[config.mk]
export PLATFORM = sky130hd
export DESIGN_NAME = usb20sr_refdes_cpu_qsys_gen2_oci_dct_packer
export DESIGN_NICKNAME = d
export VERILOG_FILES = /design/src/rtl/usb20sr_oci_dct_pkg.sv /design/src/rtl/usb20sr_oci_dct_hold.sv /design/src/rtl/usb20sr_refdes_cpu_qsys_gen2_oci_dct_packer.sv
export SDC_FILE = /design/constraint.sdc
export NUM_CORES = 1
export LEC_CHECK = 0
export BUFFER_PORTS_ARGS = -buffer_cell sky130_fd_sc_hd__buf_2
export CAP_MARGIN = 30
export CORE_MARGIN = 4
export CORE_UTILIZATION = 43
export DETAILED_ROUTE_END_ITERATION = 16
export PLACE_DENSITY = 0.78
export SYNTH_ARGS = -nofsm -noshare
export SYNTH_HDL_FRONTEND = slang
export SYNTH_SLANG_ARGS = --single-unit
[constraint.sdc]
create_clock -name clk -period 3.6 [get_ports clk]
set_input_delay 0.72 -clock clk [delete_from_list [all_inputs] [get_ports clk]]
set_output_delay 0.72 -clock clk [all_outputs]
set_load 0.03 [all_outputs]
[src/rtl/usb20sr_oci_dct_pkg.sv]
// Shared definitions for the OCI data-capture-trace (DCT) packer:
// frame geometry, atom codes, accumulator states and frame field layout.
package usb20sr_oci_dct_pkg;

  // Frame geometry: 15 two-bit atoms packed into a 30-bit buffer.
  localparam int DCT_ATOMS = 15;
  localparam int DCT_BUF_W = 2 * DCT_ATOMS;
  localparam int DCT_CNT_W = 4;
  localparam int DCT_FRM_W = DCT_CNT_W + DCT_BUF_W;

  // Field offsets inside frm_data = {count, buffer}.
  localparam int FRM_BUF_LSB = 0;
  localparam int FRM_BUF_MSB = FRM_BUF_LSB + DCT_BUF_W - 1;
  localparam int FRM_CNT_LSB = FRM_BUF_MSB + 1;
  localparam int FRM_CNT_MSB = FRM_CNT_LSB + DCT_CNT_W - 1;

  // Atom codes emitted by the CPU trace logic.
  typedef enum logic [1:0] {
    ATOM_NONE  = 2'd0,
    ATOM_LOAD  = 2'd1,
    ATOM_STORE = 2'd2,
    ATOM_ADDR  = 2'd3
  } dct_atom_e;

  // Accumulator occupancy states.
  typedef enum logic [1:0] {
    ACC_EMPTY     = 2'd0,
    ACC_FILLING   = 2'd1,
    ACC_FULL_WAIT = 2'd2
  } acc_state_e;

  // Assemble a frame word from an atom count and a packed buffer.
  function automatic logic [DCT_FRM_W-1:0] dct_pack_frame(
    input logic [DCT_CNT_W-1:0] cnt,
    input logic [DCT_BUF_W-1:0] buffer
  );
    logic [DCT_FRM_W-1:0] f;
    f = '0;
    f[FRM_CNT_MSB:FRM_CNT_LSB] = cnt;
    f[FRM_BUF_MSB:FRM_BUF_LSB] = buffer;
    return f;
  endfunction

endpackage

[src/rtl/usb20sr_oci_dct_hold.sv]
// One-entry valid/ready holding register for completed DCT frames.
// A load is only issued by the packer when the entry is free (empty, or
// being accepted in the same cycle), so a load always wins over a drain.
module usb20sr_oci_dct_hold
  import usb20sr_oci_dct_pkg::*;
(
  input  logic                 clk,
  input  logic                 reset,
  input  logic                 load_i,
  input  logic [DCT_FRM_W-1:0] data_i,
  input  logic                 ready_i,
  output logic                 valid_o,
  output logic [DCT_FRM_W-1:0] data_o
);

  logic                 valid_q, valid_d;
  logic [DCT_FRM_W-1:0] data_q, data_d;

  // Next entry state: refill on load, otherwise drop valid once accepted;
  // data is only replaced by a load so it stays stable while stalled.
  always_comb begin
    valid_d = valid_q;
    data_d  = data_q;
    if (load_i) begin
      valid_d = 1'b1;
      data_d  = data_i;
    end else if (ready_i) begin
      valid_d = 1'b0;
    end
  end

  // Entry registers; reset discards any held frame.
  always_ff @(posedge clk) begin
    if (reset) begin
      valid_q <= 1'b0;
      data_q  <= '0;
    end else begin
      valid_q <= valid_d;
      data_q  <= data_d;
    end
  end

  assign valid_o = valid_q;
  assign data_o  = data_q;

endmodule

[src/rtl/usb20sr_refdes_cpu_qsys_gen2_oci_dct_packer.sv]
// DCT atom packer: accumulates 2-bit trace atoms into frames of up to 15
// atoms, hands completed frames to a one-entry holding register, and
// signals test_has_ended after an end-of-test drain.
// Optional feature macro: USB20SR_DCT_DROP_CNT_EN adds a saturating
// drop counter exposed on the drop_cnt port.
module usb20sr_refdes_cpu_qsys_gen2_oci_dct_packer
  import usb20sr_oci_dct_pkg::*;
#(
  parameter int ATOMS  = 15,
  parameter int DROP_W = 8
) (
  input  logic                 clk,
  input  logic                 reset,
  input  logic                 atom_valid,
  input  logic [1:0]           atom,
  input  logic                 flush,
  input  logic                 test_ending,
  output logic [DCT_BUF_W-1:0] dct_buffer,
  output logic [DCT_CNT_W-1:0] dct_count,
  output logic                 frm_valid,
  input  logic                 frm_ready,
  output logic [DCT_FRM_W-1:0] frm_data,
  output logic                 dropped,
`ifdef USB20SR_DCT_DROP_CNT_EN
  output logic [DROP_W-1:0]    drop_cnt,
`endif
  output logic                 test_has_ended
);

  localparam logic [DCT_CNT_W-1:0] FULL_CNT = DCT_CNT_W'(ATOMS);

  // Accumulator and control state.
  logic [DCT_BUF_W-1:0] buf_q, buf_d;
  logic [DCT_CNT_W-1:0] cnt_q, cnt_d;
  acc_state_e           st_q, st_d;
  logic                 flush_pend_q, flush_pend_d;
  logic                 dropped_q, dropped_d;
  logic                 ended_q, ended_d;

  // Per-cycle decisions.
  dct_atom_e            atom_c;
  logic                 hold_free;
  logic                 accept;
  logic                 drop;
  logic                 flush_req;
  logic                 xfer;
  logic [DCT_CNT_W-1:0] post_cnt;
  logic [DCT_BUF_W-1:0] post_buf;
  logic [DCT_FRM_W-1:0] frame;

  assign atom_c = dct_atom_e'(atom);

  // Accept/drop, post-accept accumulator view, and transfer decision.
  // The transfer looks at the post-accept values so an atom arriving in
  // the same cycle as a flush or the 15th slot rides in that frame.
  always_comb begin
    hold_free = !frm_valid || frm_ready;
    accept    = atom_valid && (st_q != ACC_FULL_WAIT);
    drop      = atom_valid && (st_q == ACC_FULL_WAIT);
    post_cnt  = cnt_q + {{(DCT_CNT_W-1){1'b0}}, accept};
    post_buf  = accept ? {buf_q[DCT_BUF_W-3:0], atom_c} : buf_q;
    flush_req = flush || test_ending || flush_pend_q;
    xfer      = hold_free &&
                ((post_cnt == FULL_CNT) || (flush_req && (post_cnt != '0)));
    frame     = dct_pack_frame(post_cnt, post_buf);
  end

  // Next accumulator, state and sticky-flag values.
  always_comb begin
    cnt_d        = post_cnt;
    buf_d        = post_buf;
    st_d         = st_q;
    flush_pend_d = (flush_pend_q || flush) && !xfer && (post_cnt != '0);
    dropped_d    = dropped_q || drop;
    ended_d      = ended_q ||
                   (test_ending && (cnt_q == '0) && !frm_valid && !accept);
    if (xfer) begin
      cnt_d = '0;
      buf_d = '0;
      st_d  = ACC_EMPTY;
    end else if (post_cnt == FULL_CNT) begin
      st_d  = ACC_FULL_WAIT;
    end else if (post_cnt != '0) begin
      st_d  = ACC_FILLING;
    end else begin
      st_d  = ACC_EMPTY;
    end
  end

  // Accumulator FSM and status registers.
  always_ff @(posedge clk) begin
    if (reset) begin
      buf_q        <= '0;
      cnt_q        <= '0;
      st_q         <= ACC_EMPTY;
      flush_pend_q <= 1'b0;
      dropped_q    <= 1'b0;
      ended_q      <= 1'b0;
    end else begin
      buf_q        <= buf_d;
      cnt_q        <= cnt_d;
      st_q         <= st_d;
      flush_pend_q <= flush_pend_d;
      dropped_q    <= dropped_d;
      ended_q      <= ended_d;
    end
  end

`ifdef USB20SR_DCT_DROP_CNT_EN
  logic [DROP_W-1:0] drop_cnt_q;

  // Saturating count of lost atoms; cleared only by reset.
  always_ff @(posedge clk) begin
    if (reset) begin
      drop_cnt_q <= '0;
    end else if (drop && (drop_cnt_q != '1)) begin
      drop_cnt_q <= drop_cnt_q + DROP_W'(1);
    end
  end

  assign drop_cnt = drop_cnt_q;
`else
  logic unused_drop_w;
  assign unused_drop_w = (DROP_W == 0);
`endif

  usb20sr_oci_dct_hold u_hold (
    .clk     (clk),
    .reset   (reset),
    .load_i  (xfer),
    .data_i  (frame),
    .ready_i (frm_ready),
    .valid_o (frm_valid),
    .data_o  (frm_data)
  );

  assign dct_buffer     = buf_q;
  assign dct_count      = cnt_q;
  assign dropped        = dropped_q;
  assign test_has_ended = ended_q;

endmodule
# [After elaboration in Yosys (flattened, before gate mapping)]
# Cells that the tools add are included.
[word_totals] ff_bits=74 output_inout_bits=71 wordCells=42
[op_classes] add_sub_neg=1 eq_ne=3 muxes=5 n_reduce_logical=24
[op_table] op="30-bit 2-to-1 mux" count=1
[op_table] op="1-bit logical AND" count=9
[op_table] op="1-bit logical OR" count=7
[op_table] op="4-bit by 1-bit adder with 4-bit output" count=1
[op_table] op="4-bit == test, second input constant" count=1
[op_table] op="4-bit zero test" count=1
[op_table] op="4-bit nonzero test" count=1
[op_table] op="1-bit zero test" count=3
[op_table] op="1-bit 2-to-1 mux" count=3
[op_table] op="3-bit OR reduction" count=1
[op_table] op="2-bit == test, second input constant" count=1
[op_table] op="2-bit 2-to-1 mux" count=1
[op_table] op="2-bit inequality test, second input constant" count=1
[op_table] op="2-bit nonzero test" count=1
[op_table] op="2-bit OR reduction" count=1

# [Logic depth before layout (Yosys ltp)]
[depth] depth_word=10 depth_mapped=12 ltp_nobuf=10

# [Hierarchy]
# A second synthesis with hierarchy kept.
[unflattened] cells_unflattened=256 area_unflattened_um2=2870.3
[by_module_without_submodules] module="usb20sr_refdes_cpu_qsys_gen2_oci_dct_packer" n_inst=1 cells_each=142 area_each_um2=1597.8 seq_area_each_um2=780.7
[by_module_without_submodules] module="usb20sr_oci_dct_hold" n_inst=1 cells_each=114 area_each_um2=1272.5 seq_area_each_um2=700.7

# [Worst setup path after synthesis]
# No wires, ideal clock.
[synth_timing] path_type="in2reg" from="input port atom_valid" to="register u_hold.data_q[31] (netlist: u_hold.data_o[31])" setup_time_ns=0.116 arrival_ns=2.792 setup_slack_ns=0.692 path_stages=11 n_path_buf=2 cell_sequence="o21ai_1 buf_2 inv_1 ha_1 ha_1 xor2_2 nand4_1 o21ai_4 buf_4 nand2_1 a31o_2"
[synth_via] elab_chain_len=6 word_cells_on_any_way=7 classes_between="1 x add/sub; 1 x eq/ne; 5 x reduce/logical"
[synth_rtl] item="from (decl)" line_no="usb20sr_refdes_cpu_qsys_gen2_oci_dct_packer.sv:14" source="input logic atom_valid,"
[synth_rtl] item="1-bit logical AND (*)" line_no="usb20sr_refdes_cpu_qsys_gen2_oci_dct_packer.sv:58" source="accept = atom_valid && (st_q != ACC_FULL_WAIT);"
[synth_rtl] item="4-bit by 1-bit adder with 4-bit output (*)" line_no="usb20sr_refdes_cpu_qsys_gen2_oci_dct_packer.sv:60" source="post_cnt = cnt_q + {{(DCT_CNT_W-1){1'b0}}, accept};"
[synth_rtl] item="4-bit nonzero test" line_no="usb20sr_refdes_cpu_qsys_gen2_oci_dct_packer.sv:64" source="((post_cnt == FULL_CNT) || (flush_req && (post_cnt != '0)));"
[synth_rtl] item="1-bit logical AND" line_no="usb20sr_refdes_cpu_qsys_gen2_oci_dct_packer.sv:64"
[synth_rtl] item="1-bit logical OR" line_no="usb20sr_refdes_cpu_qsys_gen2_oci_dct_packer.sv:64"
[synth_rtl] item="1-bit logical AND" line_no="usb20sr_refdes_cpu_qsys_gen2_oci_dct_packer.sv:63" source="xfer = hold_free &&"
[synth_rtl] item="to (signal assigned)" line_no="usb20sr_oci_dct_hold.sv:39" source="data_q <= data_d;"
[synth_rtl] item="to (decl)" line_no="usb20sr_oci_dct_hold.sv:17" source="logic [DCT_FRM_W-1:0] data_q, data_d;"
# Mark *: on every way between the ends. The rest lies on a longest branch, timed or not.
# A chain may end at the register's enable or synchronous reset.

# [Worst setup path in the final report]
[layout_timing] from="input port atom_valid" to="register u_hold.data_q[12] (netlist: u_hold.data_o[12])"
[layout_via] elab_chain_len=6 word_cells_on_any_way=8 classes_between="1 x add/sub; 1 x eq/ne; 1 x mux; 5 x reduce/logical"
[layout_rtl] item="1-bit logical AND (*)" line_no="usb20sr_refdes_cpu_qsys_gen2_oci_dct_packer.sv:58"
[layout_rtl] item="4-bit by 1-bit adder with 4-bit output" line_no="usb20sr_refdes_cpu_qsys_gen2_oci_dct_packer.sv:60"
[layout_rtl] item="4-bit nonzero test" line_no="usb20sr_refdes_cpu_qsys_gen2_oci_dct_packer.sv:64"
[layout_rtl] item="1-bit logical AND" line_no="usb20sr_refdes_cpu_qsys_gen2_oci_dct_packer.sv:64"
[layout_rtl] item="1-bit logical OR" line_no="usb20sr_refdes_cpu_qsys_gen2_oci_dct_packer.sv:64"
[layout_rtl] item="1-bit logical AND" line_no="usb20sr_refdes_cpu_qsys_gen2_oci_dct_packer.sv:63"
# Marks and branches as above.

==> summary.txt <==
Setup path
  • Critical Path Source Type: input pin
  • Crit Path Class: input pin to flop
  • CP max stage cell: buf_4
  • Worst Path Max Fanout: 42
  • Reg2reg setup slack: 0.97 ns
  • CP Capture Type: flop
  • Crit path DAT: 2.89 ns
  • Critical Path Max Stage Delay: 0.39 ns
  • R2R depth: 11
  • Reg2Reg Launch Point: st_q[1]$_SDFF_PP0_
  • R2R Path End: u_hold.data_o[12]$_SDFFE_PP0P_
  • CP Cell Sequence: buf_2 -> o21ai_4 -> inv_1 -> ha_1 -> ha_1 -> xor2_2 -> nand4_1 -> o21ai_4 -> buf_4 -> a21oi_1 -> a311oi_1
  • Critical Path RT: 3.85 ns

Clocking
  • Clock latency on the worst-skew pair: 0.34 ns
  • Root Driver: clkbuf_8
  • H-tree Lvls: 3
  • TritonCTS buffer count: 9
  • Post CTS Setup Buffer Count: 0
  • Clock Path Buffers: 2
  • CTS tree: yes
  • Clock transition at path regs: 0.07 ns
  • Hold Buf Count CTS: 0
  • Total clock sinks: 74
  • PostCTS Resize Cnt: 0

Logic synthesis
  • Yosys cell types: 28
  • Syn Inst Count: 274
  • Ys Warns: 0
  • Mean post-synth cell area: 10.1 µm²
  • Seq/Total Area, Yosys: 0.537
  • Number of synthesized register bits: 74
  • Synth Net Count: 284
  • Synth Cell Area: 2760 µm²

Floorplan
  • Die X: 88.1 µm
  • Die area: 7760 µm²
  • Die height: 88.1 µm
  • Rows: 28
  • Initial Util: 0.455
  • Core ar.: 6060 µm²
  • IO Count: 79

Finish
  • Synthesis-to-finish area growth: 23.6%
  • Commonest cells after routing, fill and taps aside: buf_2 (78), dfxtp_1 (74), nor2_1 (39)
  • Antenna cells: 0
  • Fin cells: 427
  • Share of cells above drive strength 1: 0.295
  • Commonest non-fill, non-tap cell in the layout: buf_2
  • Final Net Count: 357

Hold path
  • Worst Hold Path EP: test_has_ended$_SDFF_PP0_
  • Hold_sp: test_has_ended$_SDFF_PP0_
  • Hold depth: 2
  • Hold WC Path Type: flop to flop

GRT
  • Antenna violations before repair: 0
  • Global-route wire length before repair: 10,000 µm
  • Congestion Overflow GR: 0
  • Pin count of the biggest net entering global routing: 43
  • Vias in the first global route: 2,153
  • Global Route Usage Sum: 0.168

STA
  • Post-route minimum period: 2.64 ns
  • Sum Neg Setup Slack: 0 ns
  • Max-slew headroom: 0.646
  • Hold slack: 0.467 ns
  • Fmax: 378 MHz
  • Hold Fails Final Rpt: 0
  • Final Max Tran Viols: 0
  • Period utilization: 0.734
  • Worst Skew: 0.00727 ns
  • RSZ-0062 raised after global routing: false
  • Worst Tran Pin Value: 0.530 ns
  • Setup Viol. Count Final: 0

Route
  • DR pass1 iterations: 4
  • Vias per cell: 5.40
  • DR vias: 2,305
  • Drt drc: 0
  • WL final: 6450 µm
  • WL/cell: 15.1 µm
  • Routed Antenna Nets: 0
  • DRT iter0 DRCs: 88

Pwr
  • P_leak: 1.55 nW
  • Worst VDD drop: 282 µV
  • P per Cell Area: 535 nW/µm²

Place
  • Routability Congestion: 0.868
  • Port bufs: 78
  • Placed insts: 411
  • DP HPWL: 4240 µm

Status
  • Status: completed

Flow run
  • Max-Cap Viols: 0
[layout make-up]
| cell class | count | area (µm²) |
|---|---|---|
| clock buffers | 14 | 163 |
| clock inverters | 2 | 35.0 |
| well taps | 75 | 93.8 |
| multi-input cells | 174 | 1170 |
| flip-flops and latches | 74 | 1480 |
| inverters | 4 | 15.0 |
| fillers | 559 | 2650 |
| repair buffers | 84 | 448 |
[per-stage QoR]
| stage | total power (W) | worst slack (ns) | instance area (µm²) | util |
|---|---|---|---|---|
| final | 0.00182 | 0.956 | 3410 | 0.563 |
| after CTS | 0.00184 | 0.979 | 3410 | 0.563 |
| after detailed placement | 0.00120 | 0.659 | 3210 | 0.530 |
| after global placement | 0.00120 | 0.737 | 3210 | 0.530 |
| after global routing | 0.00190 | 0.709 | 3410 | 0.563 |
| after floorplan | 0.00112 | 0.692 | 2760 | - |
[state kept, by name, summed over array words and instances, names as in the netlist]
signal,flops
test_has_ended,1
dropped,1
dct_count,4
dct_buffer,30
u_hold.data_o,34
flush_pend_q,1
st_q,2
u_hold.valid_o,1
[layer usage]
metal / track usage / wire, µm / vias to the layer above / part of all wire
met5: 0 / 0 / - / 0
met4: 0.0838 / 129 / 0 / 0.020
met3: 0.0517 / 462 / 13 / 0.072
met2: 0.261 / 2950 / 76 / 0.46
met1: 0.212 / 2900 / 1058 / 0.45
li1: - / - / 1158 / -
[logic make-up after synthesis]
| kind of cell | Yosys count | synth area share |
|---|---|---|
| flip-flops | 74 | 0.537 |
| AO/OA/AOI/OAI | 74 | 0.181 |
| AND/OR/NAND/NOR | 65 | 0.105 |
| multiplexers | 30 | 0.109 |
| XOR/XNOR | 3 | 0.0150 |
| buffers and inverters | 26 | 0.0440 |
| adder cells (fa/ha/maj) | 2 | 0.00907 |
[worst max-delay path: cells and delay by family]
kind,cells,cell delay (ns)
AO/OA/AOI/OAI,4,0.62
buffers and inverters,3,0.57
adder cells (fa/ha/maj),2,0.43
XOR/XNOR,1,0.31
AND/OR/NAND/NOR,1,0.22
[cell usage after synthesis (all sizes together)]
cell type	instances	area, µm²
nor2	39	146
and4	1	8.76
clkbuf	9	33.8
a21oi	35	175
nand3	4	20.0
a311oi	30	263
or3	1	6.26
nor4b	1	8.76
nand4	1	6.26
inv	4	15.0
xnor2	1	8.76
and2	2	12.5
a31oi	2	12.5
mux2i	30	300
nand2	5	18.8
ha	2	25.0
nand2b	1	6.26
dfxtp	74	1480
nor3	6	30.0
buf	13	72.6
a31o	1	8.76
and3	2	12.5
nor4	2	12.5
xor2	2	32.5
o21ai	6	41.3
[worst max path at each step]
stage	from	end	slack [ns]	depth (start not counted)
after CTS	st_q[1]$_SDFF_PP0_	u_hold.data_o[12]$_SDFFE_PP0P_	0.98	11
after global routing	st_q[1]$_SDFF_PP0_	u_hold.data_o[12]$_SDFFE_PP0P_	0.71	11
after detailed placement	atom_valid	u_hold.data_o[12]$_SDFFE_PP0P_	0.66	11
after floorplan	atom_valid	u_hold.data_o[31]$_SDFFE_PP0P_	0.69	11
after global placement	atom_valid	u_hold.data_o[19]$_SDFFE_PP0P_	0.74	11
final	atom_valid	u_hold.data_o[12]$_SDFFE_PP0P_	0.96	11
[report_power, final]
group	internal [W]	switching, W
Combinational	0.0000927	0.000209
Clock	0.000358	0.000280
Sequential	0.000861	0.0000220
(Power assumes the default switching activity.)
